<file path="config.mk">
export PLATFORM = sky130hd
export DESIGN_NAME = bcd_seq_ctrl_flat
export DESIGN_NICKNAME = d
export VERILOG_FILES = /design/src/rtl/bcd_pkg.sv /design/src/rtl/bcd_seq_ctrl_if.sv /design/src/rtl/bcd_digit_adj.sv /design/src/rtl/bcd_seq_ctrl.sv /design/src/flat_wrapper.sv
export SDC_FILE = /design/constraint.sdc
export NUM_CORES = 1
export LEC_CHECK = 0
export ABC_AREA = 1
export BUFFER_PORTS_ARGS = -buffer_cell sky130_fd_sc_hd__buf_2
export CORE_AREA = 3 3 73 75
export DETAILED_ROUTE_END_ITERATION = 16
export DIE_AREA = 0 0 76 78
export PLACE_DENSITY = 0.51
export SLEW_MARGIN = 5
export SYNTH_ARGS = -nofsm -noshare
export SYNTH_HDL_FRONTEND = slang
export SYNTH_SLANG_ARGS = --single-unit
export TNS_END_PERCENT = 100
</file>
<file path="constraint.sdc">
create_clock -name clk -period 3.25 [get_ports clk]
set_input_delay 0.65 -clock clk [delete_from_list [all_inputs] [get_ports clk]]
set_output_delay 0.65 -clock clk [all_outputs]
set_load 0.01 [all_outputs]
</file>
<file path="src/rtl/bcd_pkg.sv">
// rtl/bcd_pkg.sv - shared types and constants for the sequential binary-to-BCD converter
package bcd_pkg;

    typedef enum logic [1:0] {
        S_IDLE = 2'd0,
        S_CONV = 2'd1,
        S_DONE = 2'd2
    } state_t;

    localparam int          BCD_DIGIT_W = 4;
    localparam logic [3:0]  ADJ_THRESH  = 4'd5;
    localparam logic [3:0]  ADJ_ADD     = 4'd3;
    localparam int unsigned SAT_LIMIT   = 99;

endpackage

</file>
<file path="src/rtl/bcd_seq_ctrl_if.sv">
// rtl/bcd_seq_ctrl_if.sv - input/output handshake bundle of the BCD converter
interface bcd_seq_ctrl_if #(
    parameter int WIDTH  = 8,
    parameter int DIGITS = 3
);
    logic                  in_valid;
    logic                  in_ready;
    logic [WIDTH-1:0]      bin;
    logic                  out_valid;
    logic                  out_ready;
    logic [4*DIGITS-1:0]   bcd;
    logic                  busy;
    logic                  sat;

    modport master (
        output in_valid, bin, out_ready,
        input  in_ready, out_valid, bcd, busy, sat
    );

    modport slave (
        input  in_valid, bin, out_ready,
        output in_ready, out_valid, bcd, busy, sat
    );
endinterface

</file>
<file path="src/rtl/bcd_digit_adj.sv">
// rtl/bcd_digit_adj.sv - add-3 correction for one BCD digit ahead of the shift
module bcd_digit_adj
    import bcd_pkg::*;
(
    input  logic [3:0] i_digit,
    output logic [3:0] o_digit
);
    assign o_digit = (i_digit >= ADJ_THRESH) ? i_digit + ADJ_ADD : i_digit;
endmodule

</file>
<file path="src/rtl/bcd_seq_ctrl.sv">
// rtl/bcd_seq_ctrl.sv - iterative double-dabble converter, one bit per clock
// Optional clamp of results above 99 to 0x099 when BCD_SAT99_EN is defined.
module bcd_seq_ctrl
    import bcd_pkg::*;
#(
    parameter int WIDTH  = 8,
    parameter int DIGITS = 3
) (
    input  logic          clk,
    input  logic          rst_n,
    bcd_seq_ctrl_if.slave bus
);
    localparam int ACC_W = BCD_DIGIT_W * DIGITS;
    localparam int CNT_W = $clog2(WIDTH + 1);

    state_t             r_state;
    state_t             w_next;
    logic [CNT_W-1:0]   r_cnt;
    logic [WIDTH-1:0]   r_shift;
    logic [ACC_W-1:0]   r_acc;
    logic [ACC_W-1:0]   w_adj;
    logic               w_accept;
    logic               w_last;

    for (genvar g = 0; g < DIGITS; g++) begin : g_adj
        bcd_digit_adj u_adj (
            .i_digit (r_acc[g*BCD_DIGIT_W +: BCD_DIGIT_W]),
            .o_digit (w_adj[g*BCD_DIGIT_W +: BCD_DIGIT_W])
        );
    end

    assign w_last = (r_cnt == CNT_W'(1));

    always_ff @(posedge clk or negedge rst_n) begin
        if (!rst_n) r_state <= S_IDLE;
        else        r_state <= w_next;
    end

    always_comb begin
        w_next        = r_state;
        w_accept      = 1'b0;
        bus.in_ready  = 1'b0;
        bus.busy      = 1'b0;
        bus.out_valid = 1'b0;
        case (r_state)
            S_IDLE: begin
                bus.in_ready = 1'b1;
                if (bus.in_valid) begin
                    w_accept = 1'b1;
                    w_next   = S_CONV;
                end
            end
            S_CONV: begin
                bus.busy = 1'b1;
                if (w_last) w_next = S_DONE;
            end
            S_DONE: begin
                bus.out_valid = 1'b1;
                if (bus.out_ready) w_next = S_IDLE;
            end
            default: w_next = S_IDLE;
        endcase
    end

    // Adjust the current digits, then shift the next operand bit into digit 0.
    always_ff @(posedge clk or negedge rst_n) begin
        if (!rst_n) begin
            r_cnt   <= '0;
            r_shift <= '0;
            r_acc   <= '0;
        end else if (w_accept) begin
            r_cnt   <= CNT_W'(WIDTH);
            r_shift <= bus.bin;
            r_acc   <= '0;
        end else if (r_state == S_CONV) begin
            r_cnt   <= r_cnt - CNT_W'(1);
            r_shift <= r_shift << 1;
            r_acc   <= {w_adj[ACC_W-2:0], r_shift[WIDTH-1]};
        end
    end

`ifdef BCD_SAT99_EN
    localparam logic [ACC_W+7:0] SAT_WIDE = (ACC_W + 8)'(8'h99);
    localparam logic [ACC_W-1:0] SAT_BCD  = SAT_WIDE[ACC_W-1:0];

    logic r_sat;

    always_ff @(posedge clk or negedge rst_n) begin
        if (!rst_n)        r_sat <= 1'b0;
        else if (w_accept) r_sat <= (32'(bus.bin) > 32'(SAT_LIMIT));
    end

    assign bus.bcd = ((r_state == S_DONE) && r_sat) ? SAT_BCD : r_acc;
    assign bus.sat = r_sat;
`else
    assign bus.bcd = r_acc;
    assign bus.sat = 1'b0;
`endif

endmodule

</file>
<file path="src/flat_wrapper.sv">
// flat-port wrapper written by rule: the top's interface ports become plain ports
module bcd_seq_ctrl_flat import bcd_pkg::*;
#(
    parameter int WIDTH  = 8,
    parameter int DIGITS = 3
)
  (clk, rst_n, bus_in_valid, bus_bin, bus_out_ready, bus_in_ready, bus_out_valid, bus_bcd, bus_busy, bus_sat);
  bcd_seq_ctrl_if #(.WIDTH(WIDTH), .DIGITS(DIGITS)) bus_i ();
  input  logic clk;
  input  logic rst_n;
  input wire logic [$bits(bus_i.in_valid)-1:0] bus_in_valid;
  input wire logic [$bits(bus_i.bin)-1:0] bus_bin;
  input wire logic [$bits(bus_i.out_ready)-1:0] bus_out_ready;
  output wire logic [$bits(bus_i.in_ready)-1:0] bus_in_ready;
  output wire logic [$bits(bus_i.out_valid)-1:0] bus_out_valid;
  output wire logic [$bits(bus_i.bcd)-1:0] bus_bcd;
  output wire logic [$bits(bus_i.busy)-1:0] bus_busy;
  output wire logic [$bits(bus_i.sat)-1:0] bus_sat;
  assign bus_i.in_valid = bus_in_valid;
  assign bus_i.bin = bus_bin;
  assign bus_i.out_ready = bus_out_ready;
  assign bus_in_ready = bus_i.in_ready;
  assign bus_out_valid = bus_i.out_valid;
  assign bus_bcd = bus_i.bcd;
  assign bus_busy = bus_i.busy;
  assign bus_sat = bus_i.sat;
  bcd_seq_ctrl #(.WIDTH(WIDTH), .DIGITS(DIGITS)) u_core (.clk(clk), .rst_n(rst_n), .bus(bus_i));
endmodule
</file>
# After elaboration in Yosys (flattened, before gate mapping)
# Index checks and enable logic that the tools add are counted.
# op_classes
magnitude_cmp	3
reduce_logical	3
mux	18
n_addsub	4
eq_ne	6
# op_table
cell	count
two-way mux 12 bit	2
two-way mux 4 bit	4
two-way mux 8 bit	2
>= comparator 4 x 3 -> 1 bit (second input constant)	3
adder 4 x 2 -> 4 bit (second input constant)	2
two-way mux 2 bit	3
case mux 2 bit (3 select lines)	1
two-way mux 1 bit	5
equality test 4 x 1 -> 1 bit (second input constant)	1
!= test 2 bit (second input constant)	2
subtractor 4 x 1 -> 4 bit (second input constant)	1
adder 3 x 2 -> 3 bit (second input constant)	1
two-way mux 3 bit	1
AND reduction 3 bit	1
equality test 2 x 1 -> 1 bit (second input constant)	1
equality test 2 bit (second input constant)	1
zero test 2 bit	1
!= test 2 x 1 -> 1 bit (second input constant)	1
nonzero test 2 bit	1
# word_totals
word_cells	38
ff_bits	26
out_inout_bits	16
inputBits	12

# Depth between registers and ports, before layout
# Gate-level depths: netlist (run 1).
# logic_depth
depth_word	4
ltp_mapped	8
mapped_depth_nobuf	8

# Hierarchy
# A second synthesis (run 1) with hierarchy kept.
# hier_totals
hier_cells	204
hier_area_um2	1556.5
# modules_own_cells
module	area_each_um2	n_inst	cells_per_inst	seq_area_each_um2
bcd_seq_ctrl	1151.1	1	135	650.6
bcd_digit_adj	135.1	3	23	0.0

# Worst setup path before layout (run 1)
# OpenSTA, ideal clock, no wires.
# synth_path
path_type	register to output
startpoint	register u_core.r_state[0]
endpoint	output bus_busy
t_arrival_ps	726
stages_incl_launch_ff	4
required_time_ps	2600
n_path_buf	1
setup_slack_ps	1874
path_cell_list	dfrtp_1 -> inv_2 -> nor2_4 -> buf_4
# synth_between
elab_chain_cells	2
# synth_lines
element	line_no	source
from (decl)	bcd_seq_ctrl.sv:16	state_t r_state;
from (signal assigned)	bcd_seq_ctrl.sv:36	else r_state <= w_next;
equality test 2 x 1 -> 1 bit	bcd_seq_ctrl.sv:45	case (r_state)
two-way mux 1 bit	bcd_seq_ctrl.sv:45	
to (decl)	flat_wrapper.sv:17	output wire logic [$bits(bus_i.busy)-1:0] bus_busy;
# Every way passes these cells.

# Worst setup path after layout (run 1)
# Ends and elaborated chain as after synthesis.

==> metrics.cfg, run 1 <==
[run_status]
status=completed

[global_route]
grt_max_degree=27
first_global_vias=1226
grt_use_total_pct=11.7
antenna_found_initial=0
overflow=0
grt_pass1_wl_um=5640

[floorplanning]
std_cell_rows=25
fp.dieH_um=78
die-area_um2=5930
initial_utilization_pct=29.9
die_w_um=76
ioPinCount=28
design.core.area_um2=4720

[min_path]
hold_path_class=in -> async

[place]
placed_area_um2=1590
hpwl_um=2190
port_buffers=26
gp_congestion=0.866

[timing]
slew_violations=0
max_clock_freq_mhz=487
fin_setup_tns_ns=0
worst_pin_slew_ns=0.789
skew_ns=0.00348
rsz0062_at_grt=false
finalHoldViolCount=0
min_period_ns=2.05
relSlewSlack_pct=47.4
fin_crit_sh_pct=63.1
finalSetupViolCount=0

[drt]
drtPass1Iterations=4
drt_wl_total_um=3030
detail_route.iter0.violations=79
wl_per_cell_um=11.2
drt-vias-per-instance=4.48
vias=1214
detail-route-antenna-nets=0
drc=0

[pwr]
p_leak_uw=0.000894
ir_drop_mv=0.253
power_density_nw_per_um2=1010

[setup_path]
critPathKind=reg -> out
worst_setup_path_start_kind=flop
endpoint_kind=output pin
cp_max_fo=23
crit_arrival_ns=1.40
required_ns=2.60

[clock_network]
postCtsSetupBuffers=0
cts_root_buf=clkbuf_8
clockBufferDepth=2
postCtsHoldBufs=0
clock_latency_ns=0.27
cts_tree=built
cts.htree.levels=1
cts_resized=0
cts_buffers=3
cts.sinks=26
path_clk_slew_ns=0.09

[finish]
fin_area_um2=1660
multi_input_area_um2=631
nNetsFinal=225
antenna_cells=0
syn2layout_area_growth_pct=17.5
fill_cells=529
drive_above_1_share_pct=17.2
ff_latch_area_um2=651

[synthesis]
synth_top_area_cell=dfrtp_1
syn_avg_cell_area_um2=7.94
yosysWarnings=0
seq_area_frac_synth_pct=46.1
synthesis.nets=198
synth_seq_cells=26
syn_area_um2=1410
postSynthCellCount=178
synth_cell_type_count=20
synth_top_area_share_pct=46.1
synth.area.top_cells=dfrtp_1 46%, nand2_1 17%, ha_1 7.1%

[run]
cap_violations=0

report_power, final:
part	leakage [uW]	total, uW	internal [uW]	switching [uW]
clock	0.0000357	270	165	105
combinational	0.000531	804	306	498
sequential	0.000327	595	469	126
per-layer routing:
metal | GRT usage (%) | share of wire, % | vias to the layer above
met5 | 0 | 0 | -
met4 | 3.26 | 0.89 | 0
met3 | 3.71 | 5.0 | 2
met2 | 18.8 | 45 | 28
met1 | 15.0 | 49 | 558
li1 | - | - | 626
cell usage after synthesis:
cell type	number
o21ai_2	1
nand2_1	63
ha_1	8
nor2_1	3
buf_6	2
o211ai_1	1
o21ai_0	5
a21oi_1	3
conb_1	1
dfrtp_1	26
xnor2_1	1
o21bai_1	2
nor2_4	1
o22ai_1	6
inv_1	23
inv_2	2
nand4_1	7
buf_4	2
nand3_1	20
nand2_2	1
layout make-up:
| type | count | area share, % |
|---|---|---|
| sequential | 26 | 39.2 |
| multi-input combinational | 123 | 38.0 |
| timing repair buffer | 26 | 7.84 |
| inverter | 25 | 5.65 |
| tap | 67 | 5.05 |
| clock buffer | 3 | 2.49 |
| clock inverter | 1 | 1.81 |
layout by cell type, fill, tap and decap left out:
master / instances
a21oi_1: 3
buf_2: 26
bufinv_16: 1
clkbuf_8: 3
conb_1: 1
dfrtp_1: 26
ha_1: 8
inv_1: 23
inv_2: 2
nand2_1: 63
nand2_2: 1
nand3_1: 20
nand4_1: 7
nor2_1: 3
nor2_4: 1
o211ai_1: 1
o21ai_0: 5
o21ai_2: 1
o21bai_1: 2
o22ai_1: 6
xnor2_1: 1
per-stage QoR:
| stage | util, % | worst slack (ns) | power, uW | hold slack, ns | std cells |
|---|---|---|---|---|---|
| after floorplan | - | 1.87 | 1210 | 0.354 | 178 |
| after global placement | 33.6 | 1.42 | 1420 | 0.472 | 267 |
| after global routing | 35.2 | 1.04 | 1870 | 0.402 | 271 |
| after detailed placement | 33.6 | 1.42 | 1420 | 0.474 | 267 |
| after CTS | 35.2 | 1.17 | 1700 | 0.397 | 271 |
| final | 35.2 | 1.20 | 1670 | 0.371 | 271 |
worst max-delay path: stages (launching register included):
cell and delay [ns]:
dfrtp_1 0.42, inv_2 0.06, nor2_4 0.41, buf_2 0.23
registers in the layout, indices dropped and copies added, names as in the netlist:
| name | flops |
|---|---|
| u_core.r_cnt | 4 |
| u_core.r_state | 2 |
| u_core.bus.bcd | 12 |
| u_core.r_shift | 8 |
path summary, 6_finish.rpt:
| kind | from | endpoint | slack [ns] | cells after the start |
|---|---|---|---|---|
| max | u_core.r_state[0]$_DFFE_PN0P_ | bus_busy | 1.20 | 3 |
| min | rst_n | u_core.bus.bcd[2]$_DFFE_PN0P_ | 0.37 | 1 |
| max reg2reg | u_core.r_state[0]$_DFFE_PN0P_ | u_core.bus.bcd[0]$_DFFE_PN0P_ | 1.74 | 3 |
| min reg2reg | u_core.r_cnt[3]$_DFFE_PN0P_ | u_core.r_cnt[3]$_DFFE_PN0P_ | 0.49 | 2 |
| max in group asynchronous | rst_n | u_core.bus.bcd[9]$_DFFE_PN0P_ | 2.49 | 1 |
| min in group clk | u_core.r_cnt[3]$_DFFE_PN0P_ | u_core.r_cnt[3]$_DFFE_PN0P_ | 0.49 | 2 |
cells by family (layout without fill, tap and decap cells):
| logic type | count (synthesis) | after routing | share of synthesized area [%] |
|---|---|---|---|
| and+or+nand+nor | 95 | 95 | 29.0 |
| buffers and inverters | 29 | 55 | 9.30 |
| xor gates and xnor gates | 1 | 1 | 0.620 |
| other | 1 | 1 | 0.265 |
| adders and majority gates | 8 | 8 | 7.09 |
| AOI/OAI and AO/OA | 18 | 18 | 7.71 |
| DFF | 26 | 26 | 46.1 |
No activity file was read; power rests on OpenSTA's default activity.
==> inputs of run 2 (changes only) <==
--- a/config.mk
+++ b/config.mk
@@ -5,11 +5,11 @@
 export SDC_FILE = /design/constraint.sdc
 export NUM_CORES = 1
 export LEC_CHECK = 0
-export ABC_AREA = 1
+export ABC_AREA = 0
 export BUFFER_PORTS_ARGS = -buffer_cell sky130_fd_sc_hd__buf_2
-export CORE_AREA = 3 3 73 75
+export CORE_AREA = 3 3 72 74
 export DETAILED_ROUTE_END_ITERATION = 16
-export DIE_AREA = 0 0 76 78
+export DIE_AREA = 0 0 75 77
 export PLACE_DENSITY = 0.51
 export SLEW_MARGIN = 5
 export SYNTH_ARGS = -nofsm -noshare
==> constraint.sdc (replaced) <==
create_clock -name clk -period 2 [get_ports clk]
set_input_delay 0.4 -clock clk [delete_from_list [all_inputs] [get_ports clk]]
set_output_delay 0.4 -clock clk [all_outputs]
set_load 0.01 [all_outputs]
==> run 2 against run 1 <==
Total power up 66%; routed wire length down 7.8%; die area down 2.6%; sequential power up 67%; clock power up 61%; highest routed layer unchanged; critical path depth unchanged; non-clock buffer count up 1; critical endpoint unchanged.
==> metrics.cfg, run 2 <==
[synthesis]
synth_seq_cells=26
synth_top_area_cell=dfrtp_1
synth_cell_type_count=30
yosys_most_used_dff=dfrtp_1
synthTopCellsByCount=28 x nand2_1, 26 x dfrtp_1, 11 x o21ai_0
synth_most_common_cell=nand2_1
yosysWarnings=0
seq_area_frac_synth_pct=47.3
synth-edff-count=0
syn_avg_cell_area_um2=10.1
postSynthCellCount=136
synth_top_area_share_pct=47.3
synth.area.top_cells=dfrtp_1 47%, nand2_1 7.6%, ha_1 7.3%
async_flop_share_pct=100
synthesis.nets=156
syn_area_um2=1380

[pwr]
p_leak_uw=0.000801
p_total_uw=2760
ir_drop_mv=0.518
power_density_nw_per_um2=1720

[finish]
nNetsFinal=183
fill_cells=475
syn2layout_area_growth_pct=17.0
drive_above_1_share_pct=24.1
fin_area_um2=1610
largest_register_ffs=12
final_common_cell=nand2_1
final_cell_mix=28 x nand2_1, 26 x buf_2, 26 x dfrtp_1
utilization_pct=34.6
antenna_cells=0

[drt]
wl_per_cell_um=12.9
drt-vias-per-instance=4.82
drc=0
detail-route-antenna-nets=0
dr_wl_met3_um=133
top_layer_used=met4
wirelength_met1_um=1320
vias=1042
detail_route.iter0.violations=34
dr_wl_met2_um=1320
drtPass1Iterations=4
drt_wl_total_um=2790

[clock_network]
cts_tree=built
cts.sinks=26
path_clk_slew_ns=0.09
clock_latency_ns=0.27
cts_resized=0
cts_root_buf=clkbuf_8
postCtsHoldBufs=0
cts_buffers=3
postCtsSetupBuffers=0
cts.htree.levels=1
clockBufferDepth=2

[timing]
fin_setup_tns_ns=0
worst_pin_slew_ns=0.591
slew_violations=0
finalSetupViolCount=0
relSlewSlack_pct=60.6
finalHoldViolCount=0
max_clock_freq_mhz=570
skew_ns=0.00366
rsz0062_at_grt=false
min_period_ns=1.76
setup_slack_ns=0.244
fin_crit_sh_pct=87.8

[place]
hpwl_um=1940
port_buffers=26
placed_area_um2=1540
post-place-ws_ns=0.402
gp_congestion=0.773

[setup_path]
worstReg2RegStart=u_core.bus.bcd[0]$_DFFE_PN0P_
worst_setup_path_start_kind=flop
cp_max_fo=19
r2r_cells=6
reg2reg_setup_slack_ns=0.39
crit_arrival_ns=1.36
critPathKind=reg -> out
required_ns=1.60
r2r-end=u_core.bus.bcd[2]$_DFFE_PN0P_
endpoint_kind=output pin

[floorplanning]
fp.dieH_um=77
initial_utilization_pct=29.5
die_w_um=75
ioPinCount=28
std_cell_rows=25
design.core.area_um2=4660
die-area_um2=5780

[global_route]
first_global_vias=1030
grt_use_total_pct=10.4
antenna_found_initial=0
overflow=0
grt_pass1_wl_um=4740
grt_max_degree=27

[run]
cap_violations=0

[min_path]
hold_path_class=in -> async

[run_status]
status=completed

## run 2: cell types whose count changed after synthesis, moves of 4 or more
cell / before / now
nand4_1: 7 / 0
a22o_1: 0 / 4
nand3_1: 20 / 4
inv_1: 23 / 9
nand2_1: 63 / 28
o21ai_0: 5 / 11
a22oi_1: 0 / 7
o22ai_1: 6 / 0
## run 2: worst max-delay path, stage by stage, from the launching register on
cell      delay [ns]
dfrtp_1         0.44
nand2b_4        0.26
inv_6           0.21
buf_2           0.17
## run 2: layout make-up
cell class	instances	area, um^2	share of cell area, %
Tap cell	54	67.6	4.20
Inverter	10	42.5	2.64
Clock buffer	3	41.3	2.56
Clock inverter	1	30.0	1.86
Multi-Input combinational cell	95	641	39.8
Timing Repair Buffer	27	138	8.55
Sequential cell	26	651	40.4
## run 2: worst max-delay path by stage
stage | endpoint | startpoint | slack [ns] | cells past startpoint
after global placement | u_core.bus.bcd[2]$_DFFE_PN0P_ | u_core.bus.bcd[0]$_DFFE_PN0P_ | 0.44 | 6
after CTS | bus_busy | u_core.r_state[1]$_DFFE_PN0P_ | 0.23 | 3
final | bus_busy | u_core.r_state[1]$_DFFE_PN0P_ | 0.24 | 3
after global routing | bus_busy | u_core.r_state[1]$_DFFE_PN0P_ | 0.18 | 3
after detailed placement | u_core.bus.bcd[2]$_DFFE_PN0P_ | u_core.bus.bcd[0]$_DFFE_PN0P_ | 0.40 | 6
after floorplan | u_core.bus.bcd[2]$_DFFE_PN0P_ | u_core.bus.bcd[0]$_DFFE_PN0P_ | 0.55 | 6
## run 2: kinds of logic after synthesis
family | share of synthesized area (%)
muxes | 2.18
xor gates and xnor gates | 4.45
DFF | 47.3
and+or+nand+nor | 18.3
AOI/OAI and AO/OA | 14.1
other | 0.272
adders and majority gates | 7.27
buffers and inverters | 6.18
## run 2: per-stage QoR
step                hold WS (ns)  cells
global placement           0.443    212
finish                     0.124    216
detailed placement         0.443    212
global route               0.165    216
floorplan                  0.104    136
CTS                        0.135    216
## run 2: layer usage
| metal | vias to the layer above | global-route usage [%] |
|---|---|---|
| met5 | - | 0 |
| met4 | 0 | 2.14 |
| met3 | 2 | 3.15 |
| met2 | 24 | 17.2 |
| met1 | 507 | 13.1 |
| li1 | 509 | - |
## run 2: report_power, final
| group | switching (uW) | internal (uW) | leakage (uW) |
|---|---|---|---|
| combinational | 767 | 565 | 0.000437 |
| sequential | 226 | 768 | 0.000328 |
| clock | 168 | 268 | 0.0000357 |
| total | 1160 | 1600 | 0.000801 |
==> inputs of run 3 (changes only) <==
==> constraint.sdc (replaced) <==
create_clock -name clk -period 2.1 [get_ports clk]
set_input_delay 0.42 -clock clk [delete_from_list [all_inputs] [get_ports clk]]
set_output_delay 0.42 -clock clk [all_outputs]
set_load 0.01 [all_outputs]
==> run 3 against run 2 <==
Design area is 1.0% lower; sequential share of layout area is 0.41 points higher; first-iteration DRC count fell by 8.8%; count of clock-buffer cells in the layout up 1.
==> metrics.cfg, run 3 (synthesis gave the netlist of run 2 again) <==
[clock_network]
cts_tree=built
clock_latency_ns=0.27
cts_buffers=3
clockBufferDepth=2
postCtsHoldBufs=0
postCtsSetupBuffers=0
cts_root_buf=clkbuf_8
path_clk_slew_ns=0.09
cts.sinks=26
cts.htree.levels=1
cts_resized=0

[floorplanning]
die_w_um=75
die-area_um2=5780
ioPinCount=28
std_cell_rows=25
design.core.area_um2=4660
fp.dieH_um=77
initial_utilization_pct=29.5

[timing]
skew_ns=0.00730
finalSetupViolCount=0
finalHoldViolCount=0
fin_setup_tns_ns=0
slew_violations=0
max_clock_freq_mhz=576
relSlewSlack_pct=60.2
fin_crit_sh_pct=82.7
rsz0062_at_grt=false
min_period_ns=1.74
worst_pin_slew_ns=0.597

[finish]
final_cell_mix=28 x nand2_1, 26 x buf_2, 26 x dfrtp_1
nNetsFinal=183
largest_register_ffs=12
syn2layout_area_growth_pct=15.8
antenna_cells=0
fin_area_um2=1590
fill_cells=476
drive_above_1_share_pct=24.1
final_common_cell=nand2_1

[setup_path]
worstReg2RegStart=u_core.bus.bcd[5]$_DFFE_PN0P_
cp.depth=3
endpoint_kind=output pin
reg2reg_setup_slack_ns=0.50
crit_arrival_ns=1.32
cp.buffers_inverters=2
cp_cell_sequence=nand2b_4 -> inv_6 -> buf_2
critPathKind=reg -> out
cp_max_fo=19
r2r-end=u_core.bus.bcd[6]$_DFFE_PN0P_
slowest_stage=dfrtp_1
r2r_cells=6
required_ns=1.68
cpLargestDelayFamily=flip-flops
critPathMaxStageDelay_ns=0.43
worst_setup_path_start_kind=flop

[global_route]
grt_use_total_pct=10.8
first_global_vias=1091
overflow=0
grt_max_degree=27
grt_pass1_wl_um=4930
antenna_found_initial=0

[place]
gp_congestion=0.819
port_buffers=26
hpwl_um=2110
placed_area_um2=1540

[drt]
wl_per_cell_um=13.2
drtPass1Iterations=4
vias=1045
detail_route.iter0.violations=31
detail-route-antenna-nets=0
drt-vias-per-instance=4.84
drc=0
drt_wl_total_um=2850

[run]
cap_violations=0

[pwr]
ir_drop_mv=0.549
p_leak_uw=0.000794
power_density_nw_per_um2=1600

[min_path]
hold_path_class=in -> async

[run_status]
status=completed

run 3: cell types whose count changed in the layout (fill, tap and decap cells not counted), sizes merged:
cell | previous run | this run
clkbuf | 3 | 4
bufinv | 1 | 0
run 3: through the flow:
step	utilization [%]	setup WS (ns)	hold WS (ns)	total power (uW)	std cells
global placement	33.0	0.561	0.460	2190	212
global route	34.2	0.279	0.181	2810	216
CTS	34.2	0.345	0.163	2600	216
detailed placement	33.0	0.524	0.464	2260	212
finish	34.2	0.363	0.145	2550	216
floorplan	-	0.649	0.124	1920	136
run 3: worst max path at each step:
stage	from	endpoint	slack (ns)
finish	u_core.r_state[1]$_DFFE_PN0P_	bus_busy	0.36
global route	u_core.r_state[1]$_DFFE_PN0P_	bus_busy	0.28
CTS	u_core.r_state[1]$_DFFE_PN0P_	bus_busy	0.34
detailed placement	u_core.bus.bcd[5]$_DFFE_PN0P_	u_core.bus.bcd[6]$_DFFE_PN0P_	0.52
global placement	u_core.bus.bcd[0]$_DFFE_PN0P_	u_core.bus.bcd[2]$_DFFE_PN0P_	0.56
floorplan	u_core.bus.bcd[0]$_DFFE_PN0P_	u_core.bus.bcd[2]$_DFFE_PN0P_	0.65
run 3: where the power goes:
part	switching [uW]	internal, uW	total [uW]	leakage, uW
Clock	153	167	321	0.0000288
Sequential	217	732	948	0.000328
Combinational	743	540	1280	0.000437
run 3: layout make-up:
class / count / area (um^2) / share of cell area (%)
Sequential cell: 26 / 651 / 40.8
Multi-Input combinational cell: 95 / 641 / 40.2
Timing Repair Buffer: 27 / 138 / 8.63
Tap cell: 54 / 67.6 / 4.24
Clock buffer: 4 / 55.1 / 3.45
Inverter: 10 / 42.5 / 2.67
run 3: per-layer routing:
| metal | vias to the layer above | share of wire, % | track usage, % |
|---|---|---|---|
| met4 | 0 | 0.81 | 2.31 |
| met5 | - | 0 | 0 |
| met2 | 28 | 51 | 19.1 |
| met3 | 4 | 4.9 | 3.54 |
| met1 | 507 | 43 | 12.5 |
| li1 | 506 | - | - |
